===== src/rtl/uart_dbg_pkg.sv =====
// Shared types and default constants for the UART debug bridge.
// Contents:
//   state_t              - bridge FSM states
//   *_DFLT               - default opcode / response bytes and inter-byte timeout
package uart_dbg_pkg;

   typedef enum logic [2:0] {
      IDLE,
      ADDR,
      DATA,
      BUS,
      RESP
   } state_t;

   localparam logic [7:0] CMD_RD_DFLT   = 8'h52;  // 'R'
   localparam logic [7:0] CMD_WR_DFLT   = 8'h57;  // 'W'
   localparam logic [7:0] ACK_BYTE_DFLT = 8'h4B;  // 'K'
   localparam logic [7:0] NAK_BYTE_DFLT = 8'h3F;  // '?'

   localparam int TIMEOUT_CYCLES_DFLT = 2_500_000;

endpackage


===== src/rtl/uart_dbg_resp_tx.sv =====
// Response byte sender: holds up to four response bytes (MSB first) and runs
// the tx_data_valid / tx_data_ack handshake, leaving valid low for one cycle
// after every accepted byte before presenting the next one.
// Ports:
//   clk, rst_n          clock, async active-low reset
//   load                load load_data and start sending
//   load_data [31:0]    response bytes, first byte in [31:24]
//   load_last [1:0]     number of bytes to send minus one
//   tx_data_ack         byte accepted (ignored while valid is low)
//   tx_data [7:0]       byte currently presented
//   tx_data_valid       transmit request
//   done                combinational: last byte is being accepted this cycle
module uart_dbg_resp_tx (
   input  logic        clk,
   input  logic        rst_n,
   input  logic        load,
   input  logic [31:0] load_data,
   input  logic [1:0]  load_last,
   input  logic        tx_data_ack,
   output logic [7:0]  tx_data,
   output logic        tx_data_valid,
   output logic        done
);

   logic [31:0] shreg;
   logic [1:0]  left;
   logic        gap;
   logic        accept;

   assign accept  = tx_data_valid && tx_data_ack;
   assign done    = accept && (left == 2'd0);
   assign tx_data = shreg[31:24];

   always_ff @(posedge clk or negedge rst_n) begin
      if (!rst_n) begin
         shreg         <= '0;
         left          <= '0;
         gap           <= 1'b0;
         tx_data_valid <= 1'b0;
      end else if (load) begin
         shreg         <= load_data;
         left          <= load_last;
         gap           <= 1'b0;
         tx_data_valid <= 1'b1;
      end else if (accept) begin
         // shifting zeros in leaves tx_data at 0 once the response is drained
         shreg         <= {shreg[23:0], 8'h00};
         tx_data_valid <= 1'b0;
         gap           <= (left != 2'd0);
         if (left != 2'd0) begin
            left <= left - 2'd1;
         end
      end else if (gap) begin
         gap           <= 1'b0;
         tx_data_valid <= 1'b1;
      end
   end

endmodule


===== src/rtl/uart_dbg_bridge.sv =====
// UART debug bridge: parses host command frames from the RX byte stream,
// issues one 32-bit read or write on the req/ack bus and returns the
// response bytes through the TX byte handshake.
//   Read : CMD_RD A3 A2 A1 A0          -> D3 D2 D1 D0
//   Write: CMD_WR A3..A0 D3..D0        -> ACK_BYTE
//   Other opcode                       -> NAK_BYTE
// Optional build macro UART_DBG_TIMEOUT_EN: aborts a partial frame after
// TIMEOUT_CYCLES clocks without a received byte in ADDR/DATA.
// Ports:
//   clk, rst_n                      clock, async active-low reset
//   rx_data[7:0], rx_data_fresh     received byte + one-cycle strobe
//   tx_data[7:0], tx_data_valid     byte to transmit + request
//   tx_data_ack                     one-cycle strobe: byte accepted
//   bus_req, bus_we                 bus request, 1 = write
//   bus_addr[31:0], bus_wdata[31:0] transaction address / write data
//   bus_rdata[31:0], bus_ack        read data, one-cycle completion strobe
//   busy                            FSM not idle
//   overrun                         sticky: byte dropped in BUS/RESP
//
// state | meaning
// ------+---------------------------------------------------------------
// IDLE  | waiting for an opcode byte
// ADDR  | shifting in the four address bytes
// DATA  | shifting in the four write-data bytes
// BUS   | bus_req asserted, waiting for bus_ack
// RESP  | sending response bytes; RX bytes here are dropped as overrun
module uart_dbg_bridge
   import uart_dbg_pkg::*;
#(
   parameter logic [7:0] CMD_RD   = CMD_RD_DFLT,
   parameter logic [7:0] CMD_WR   = CMD_WR_DFLT,
   parameter logic [7:0] ACK_BYTE = ACK_BYTE_DFLT,
   parameter logic [7:0] NAK_BYTE = NAK_BYTE_DFLT
`ifdef UART_DBG_TIMEOUT_EN
   ,
   parameter int         TIMEOUT_CYCLES = TIMEOUT_CYCLES_DFLT
`endif
) (
   input  logic        clk,
   input  logic        rst_n,
   input  logic [7:0]  rx_data,
   input  logic        rx_data_fresh,
   output logic [7:0]  tx_data,
   output logic        tx_data_valid,
   input  logic        tx_data_ack,
   output logic        bus_req,
   output logic        bus_we,
   output logic [31:0] bus_addr,
   output logic [31:0] bus_wdata,
   input  logic [31:0] bus_rdata,
   input  logic        bus_ack,
   output logic        busy,
   output logic        overrun
);

   state_t      state, state_nxt;
   logic [1:0]  cnt;
   logic        is_cmd;
   logic        byte_last;
   logic        timeout_hit;
   logic        resp_load;
   logic [31:0] resp_data;
   logic [1:0]  resp_last;
   logic        resp_done;

   assign is_cmd    = (rx_data == CMD_RD) || (rx_data == CMD_WR);
   assign byte_last = rx_data_fresh && (cnt == 2'd3);
   assign busy      = (state != IDLE);

`ifdef UART_DBG_TIMEOUT_EN
   localparam int TMR_W = $clog2(TIMEOUT_CYCLES);
   localparam logic [TMR_W-1:0] TMR_INIT = TMR_W'(TIMEOUT_CYCLES - 1);

   logic [TMR_W-1:0] tmr;

   // reloaded by every received byte; only decrements while mid-frame
   always_ff @(posedge clk or negedge rst_n) begin
      if (!rst_n) begin
         tmr <= '0;
      end else if (rx_data_fresh) begin
         tmr <= TMR_INIT;
      end else if (((state == ADDR) || (state == DATA)) && (tmr != '0)) begin
         tmr <= tmr - 1'b1;
      end
   end

   assign timeout_hit = !rx_data_fresh && (tmr == '0);
`else
   assign timeout_hit = 1'b0;
`endif

   always_ff @(posedge clk or negedge rst_n) begin
      if (!rst_n) begin
         state <= IDLE;
      end else begin
         state <= state_nxt;
      end
   end

   always_comb begin
      state_nxt = state;
      resp_load = 1'b0;
      resp_data = '0;
      resp_last = 2'd0;
      case (state)
         IDLE: begin
            if (rx_data_fresh) begin
               if (is_cmd) begin
                  state_nxt = ADDR;
               end else begin
                  state_nxt = RESP;
                  resp_load = 1'b1;
                  resp_data = {NAK_BYTE, 24'h0};
               end
            end
         end
         ADDR: begin
            if (byte_last) begin
               state_nxt = bus_we ? DATA : BUS;
            end else if (timeout_hit) begin
               state_nxt = IDLE;
            end
         end
         DATA: begin
            if (byte_last) begin
               state_nxt = BUS;
            end else if (timeout_hit) begin
               state_nxt = IDLE;
            end
         end
         BUS: begin
            if (bus_req && bus_ack) begin
               state_nxt = RESP;
               resp_load = 1'b1;
               resp_data = bus_we ? {ACK_BYTE, 24'h0} : bus_rdata;
               resp_last = bus_we ? 2'd0 : 2'd3;
            end
         end
         RESP: begin
            if (resp_done) begin
               state_nxt = IDLE;
            end
         end
         default: state_nxt = IDLE;
      endcase
   end

   // bus_addr / bus_wdata / bus_we only change in IDLE/ADDR/DATA, so they
   // are inherently stable for the whole time bus_req is high.
   always_ff @(posedge clk or negedge rst_n) begin
      if (!rst_n) begin
         cnt       <= '0;
         bus_req   <= 1'b0;
         bus_we    <= 1'b0;
         bus_addr  <= '0;
         bus_wdata <= '0;
         overrun   <= 1'b0;
      end else begin
         if (rx_data_fresh && ((state == BUS) || (state == RESP))) begin
            overrun <= 1'b1;
         end
         case (state)
            IDLE: begin
               if (rx_data_fresh && is_cmd) begin
                  bus_we <= (rx_data == CMD_WR);
                  cnt    <= '0;
               end
            end
            ADDR: begin
               if (rx_data_fresh) begin
                  bus_addr <= {bus_addr[23:0], rx_data};
                  cnt      <= cnt + 2'd1;
               end
            end
            DATA: begin
               if (rx_data_fresh) begin
                  bus_wdata <= {bus_wdata[23:0], rx_data};
                  cnt       <= cnt + 2'd1;
               end
            end
            BUS: begin
               bus_req <= !(bus_req && bus_ack);
            end
            default: ;
         endcase
      end
   end

   uart_dbg_resp_tx u_resp_tx (
      .clk           (clk),
      .rst_n         (rst_n),
      .load          (resp_load),
      .load_data     (resp_data),
      .load_last     (resp_last),
      .tx_data_ack   (tx_data_ack),
      .tx_data       (tx_data),
      .tx_data_valid (tx_data_valid),
      .done          (resp_done)
   );

endmodule


===== config.mk =====
export PLATFORM = sky130hd
export DESIGN_NAME = uart_dbg_bridge
export DESIGN_NICKNAME = d
export VERILOG_FILES = /design/src/rtl/uart_dbg_pkg.sv /design/src/rtl/uart_dbg_resp_tx.sv /design/src/rtl/uart_dbg_bridge.sv
export SDC_FILE = /design/constraint.sdc
export NUM_CORES = 1
export LEC_CHECK = 0
export ABC_AREA = 1
export CORE_MARGIN = 2
export CORE_UTILIZATION = 50
export DETAILED_ROUTE_END_ITERATION = 12
export PLACE_DENSITY = 0.77
export SYNTH_ARGS = -nofsm -noshare
export SYNTH_HDL_FRONTEND = slang
export SYNTH_HIERARCHICAL = 1
export SYNTH_SLANG_ARGS = --single-unit

===== constraint.sdc =====
create_clock -name clk -period 2 [get_ports clk]
set_input_delay 0.4 -clock clk [delete_from_list [all_inputs] [get_ports clk]]
set_output_delay 0.4 -clock clk [all_outputs]
set_load 0.02 [all_outputs]

# == Word-level counts from Yosys, hierarchy flattened ==
# Cells that the tools add are included.
# word_totals
romBits,0
word_cells,84
inputBits,45
latchBits,0
memories,0
ram_bits,0
regBits,108
out_inout_bits,77
# classes
multipliers,0
order_cmp,0
n_reduce_logical,24
addsub,2
n_eq_ne,14
muxes,33
n_bitwise,0
shift,0
div,0
# op_table
cell,count
32-bit 2-to-1 mux,4
32-bit one-hot mux with 2 select lines,1
30-bit 2-to-1 mux,2
3-bit 2-to-1 mux,6
"8-bit by 7-bit equality test with 1-bit output, second input constant",2
2-bit 2-to-1 mux,8
3-bit one-hot mux with 5 select lines,1
"2-bit != test, second input constant",6
1-bit 2-to-1 mux,9
2-bit AND reduction,4
2-bit nonzero test,4
"3-bit by 2-bit equality test with 1-bit output, second input constant",2
1-bit logical AND,6
3-bit nonzero test,2
5-bit AND reduction,1
2-bit one-hot mux with 2 select lines,1
"3-bit by 1-bit equality test with 1-bit output, second input constant",1
"3-bit equality test, second input constant",1
3-bit zero test,1
3-bit AND reduction,1
"2-bit by 1-bit adder with 2-bit output, second input constant",1
"2-bit equality test, second input constant",1
2-bit zero test,1
1-bit logical OR,2
other kinds (5),5

# == Longest topological paths before layout ==
# logic_depth
ltp_word,7
mapped_depth,14

# == Hierarchy ==
# The synthesis kept the hierarchy.
# modules_own_cells
mod,area_per_inst_um2,seq_area_each_um2,instances,cells_per_inst
uart_dbg_bridge,3358.2,1801.7,1,351
uart_dbg_resp_tx,1813.0,900.9,1,242

# == Least setup slack after synthesis ==
# Ideal clock, no wire load.
# synth_timing
path_type,register -> register
from,register state[1]
to,register u_resp_tx.shreg[12]
path_buffers,3
t_arrival_ns,1.666
synth_period_minus_slack_ns,1.782
path_stages_with_launch,14
slack_ns,0.218
cell_sequence,dfrtp_1 -> buf_2 -> inv_1 -> nand2_1 -> nor2_2 -> nand3_1 -> nand2_1 -> buf_6 -> inv_8 -> nand2_8 -> inv_6 -> buf_6 -> nand2_1 -> nand2_1
# synth_via
elab_chain_len,3
word_cells_on_any_way,6
# synth_rtl
element,line_no,source
start: declaration,uart_dbg_bridge.sv:56,"state_t state, state_nxt;"
start signal: assignment,uart_dbg_bridge.sv:96,state <= state_nxt;
3-bit by 2-bit equality test with 1-bit output / 3-bit zero test (equally long branches),uart_dbg_bridge.sv:105,case (state)
1-bit one-hot mux with 2 select lines (*),uart_dbg_bridge.sv:105,
via resp_load,uart_dbg_bridge.sv:61,logic resp_load;
32-bit 2-to-1 mux / 2-bit nonzero test (equally long branches),-,
end signal: assignment,uart_dbg_resp_tx.sv:41,shreg <= load_data;
end signal: assignment,uart_dbg_resp_tx.sv:47,"shreg <= {shreg[23:0], 8'h00};"
end: declaration,uart_dbg_resp_tx.sv:25,logic [31:0] shreg;
# The timed path passes the listed nets; every way through them passes the cells marked *.
# A chain may end at the register's enable or synchronous reset.

# == Worst setup path after layout ==
# layout_timing
from,register state[1]
to,output busy
# layout_via
elab_chain_len,1
# layout_rtl
element,line_no,source
3-bit nonzero test,uart_dbg_bridge.sv:68,assign busy = (state != IDLE);
end: declaration,uart_dbg_bridge.sv:52,"output logic busy,"
# No other way between the ends.

==> flow_summary.toml <==
[critical_path]
cp_num_buf_inv = 3
rrSetupSlack_ns = 0.15
cp_slowest_stage_delay_ns = 0.39
start_kind = "flip-flop"
r2r_end = "u_resp_tx/left[1]"
path_class = "flip-flop to primary output"
critical_path.max_fanout = 3
critPathArrivalTime_ns = 1.50
crit_path_end = "busy"
worstRegToRegCells = 10
cpMostUsedCell = "inv_1"
crit_start = "state[1]"
reg2reg_from = "state[1]"
critical_path.top_delay_family = "buffers and inverters"
critical_path_depth = 5
end_kind = "primary output"
cp_slowest_cell = "dfrtp_1"
path_cells = "inv_1 -> nand2_1 -> nor2_4 -> inv_1 -> dlygate4sd2_1"
critPathRequiredTime_ns = 1.60

[clock_tree]
numCtsBuffers = 9
htreeDepth = 3
ctsRootBufferMaster = "clkbuf_8"
clock_path_buffers = 2
clk_pin_slew_worst_paths_ns = 0.10
cts_tree = "built"
clock_latency_ns = 0.37
cts_sinks = 108

[timing]
slew_violations = 0
tightest_slew_ns = 0.4878
timing.hold.ws_ns = 0.4801
clock.fmax_mhz = 526.6
relSlewSlack_pct = 67.48
grt_setup_unrepaired = "false"
skew_ns = 0.008397
setup_viol = 0
period_minus_slack_ns = 1.899
fin_crit_sh_pct = 94.96
hold_violations = 0

[placement]
hpwl_mm = 8.386
gp_congestion = 0.8645
placed_cells = 847
port_buffers = 121

[job]
drv_cap = 0

[final_layout]
area_growth_pct = 33.27
nNetsFinal = 772
insertedDiodeCount = 0
drive_above_1_share_pct = 13.99
final_cells = 865

[die]
dieWidth_um = 105.7
initial_core_util_pct = 50.77
die_area_um2 = 11170
io_pins = 122
coreArea_um2 = 10180
placementRows = 37
die_h_um = 105.7

[route]
vias = 4086
ant_nets = 0
wl_per_cell_um = 12.72
wl_mm = 11.00
vias_per_cell = 4.724
drc_errors = 0
drtPass1Iterations = 4
drt_iter0_drc = 248

[yosys]
yosysSeqAreaShare_pct = 52.26
yosys_warnings = 6
syn_nets = 640
synth.distinct_cells = 30
syn_area_um2 = 5171
synth_seq_cells = 108
syn_inst = 593
synth_area_per_cell_um2 = 8.720

[pwr]
ir_drop_uv = 838.6
p_leak_nw = 3.564
p_per_area_nw_per_um2 = 1356

[min_path]
hold_path_class = "flip-flop to flip-flop"

[run_status]
status = "finished clean"

[global_route]
antenna_found_initial = 0
grt_pass1_wl_mm = 18.40
gr-usage-all-layers_pct = 20.66
overflow = 0
grt_pass1_vias = 3999
grt_max_degree = 52
[power by group]
part           switching (mW)  internal [mW]  total, mW  leakage, nW
registers               0.519           2.94       3.45         1.39
logic                    2.39           2.17       4.56         2.08
clock network           0.747          0.582       1.33       0.0942
total                    3.65           5.69       9.34         3.56
[state kept, by name (all words and copies together), names as in the netlist]
register and cells:
overrun 1, u_resp_tx/gap 1, bus_req 1, bus_we 1, bus_addr 32, u_resp_tx/tx_data_valid 1, u_resp_tx/shreg 32, bus_wdata 32
u_resp_tx/left 2, state 3, cnt 2
[metal layers]
layer  up-vias  global-route usage (%)  part of all wire [%]
met5         -                       0                     0
met4         0                   8.459                   1.8
met3        14                   2.659                   4.9
met2       123                   36.13                    49
met1      1870                   25.89                    44
li1       2079                       -                     -
[per-stage QoR]
| stage | power (mW) | util, % | setup TNS (ns) | area [µm²] | setup slack, ns |
|---|---|---|---|---|---|
| after floorplan | 5.940 | - | 0 | 5171 | 0.2175 |
| after global placement | 7.898 | 65.49 | -3.827 | 6670 | -0.1260 |
| after detailed placement | 8.048 | 65.49 | -3.850 | 6670 | -0.1633 |
| after CTS | 9.365 | 67.49 | 0 | 6874 | 0.03085 |
| after global routing | 9.914 | 67.67 | 0 | 6892 | 0.02141 |
| final | 9.342 | 67.67 | 0 | 6892 | 0.1009 |
[final cells by class]
type / count / area, µm²
clock inverter: 5 / 62.56
clock buffer: 10 / 127.6
sequential: 108 / 2703
fill: 822 / 3293
timing repair buffer: 154 / 1610
multi-input combinational: 384 / 1951
tap: 136 / 170.2
inverter: 68 / 267.8
[cells in the mapped netlist]
master    instances  area, µm²
nand2_1         222      833.3
dfrtp_1         108       2703
inv_1            64      240.2
o21ai_0          38      190.2
nor2_1           29      108.9
mux2_2           20      225.2
buf_4            16      120.1
nand3_1          16      80.08
nor2_2           12      75.07
nor2_4           11      123.9
a21oi_1          10      50.05
buf_2             8      40.04
mux2_1            8      90.09
o21ai_1           6      30.03
buf_6             5      56.30
nand4_1           3      18.77
ha_1              2      25.02
inv_2             2      7.510
nand2_2           2      12.51
a31o_2            1      8.760
buf_12            1      20.02
buf_8             1      15.01
clkbuf_1          1      3.750
clkbuf_2          1      5.000
inv_6             1      8.760
inv_8             1      11.26
nand2_4           1      11.26
nand2_8           1      20.02
nand3_4           1      17.52
nor2_8            1      20.02
[cell usage in the layout (no fill, tap or decap), types with 3 or more instances in the layout]
| cell type | Yosys | routed |
|---|---|---|
| nand2_1 | 222 | 222 |
| clkdlybuf4s50_1 | 0 | 118 |
| dfrtp_1 | 108 | 108 |
| inv_1 | 64 | 64 |
| o21ai_0 | 38 | 38 |
| nor2_1 | 29 | 29 |
| buf_4 | 16 | 21 |
| mux2_2 | 20 | 20 |
| nand3_1 | 16 | 15 |
| nor2_4 | 11 | 12 |
| buf_12 | 1 | 12 |
| nor2_2 | 12 | 11 |
| a21oi_1 | 10 | 10 |
| clkbuf_8 | 0 | 9 |
| mux2_1 | 8 | 8 |
| o21ai_1 | 6 | 6 |
| nand4_1 | 3 | 3 |
[how the worst min path moves through the flow]
stage	from	end	cells after the start
5_1_grt	u_resp_tx/shreg[14]	u_resp_tx/shreg[14]	2
2_1_floorplan	rst_n	bus_addr[0]	0
6_report	overrun	overrun	1
3_5_place_dp	rst_n	bus_wdata[31]	1
3_3_place_gp	rst_n	bus_wdata[31]	1
4_1_cts	u_resp_tx/shreg[25]	u_resp_tx/shreg[25]	2
[what timing repair did]
action / 4_1_cts / 5_1_grt
endpoints found under the hold margin: 33 / 0
resized for setup: 2 / 1
buffers inserted: 0 / 2
endpoints found under the setup margin: 1 / 2
hold buffers: 1 / 0
pin swaps: 0 / 1
[kinds of logic after synthesis]
group | share of synthesized area (%)
and+or+nand+nor | 25.55
DFF | 52.26
buffers and inverters | 10.21
AOI/OAI and AO/OA | 5.396
muxes | 6.097
adders and majority gates | 0.4838
[worst reg2reg max path, stage by stage (launching register included)]
cell and delay [ns]:
dfrtp_1 0.39, inv_1 0.10, nand2_1 0.14, nor2_4 0.14
buf_4 0.14, nand3_1 0.10, nand2_1 0.25, buf_4 0.24
o21ai_0 0.11, nand2_1 0.09, nand2_1 0.06
(Power assumes the default switching activity.)
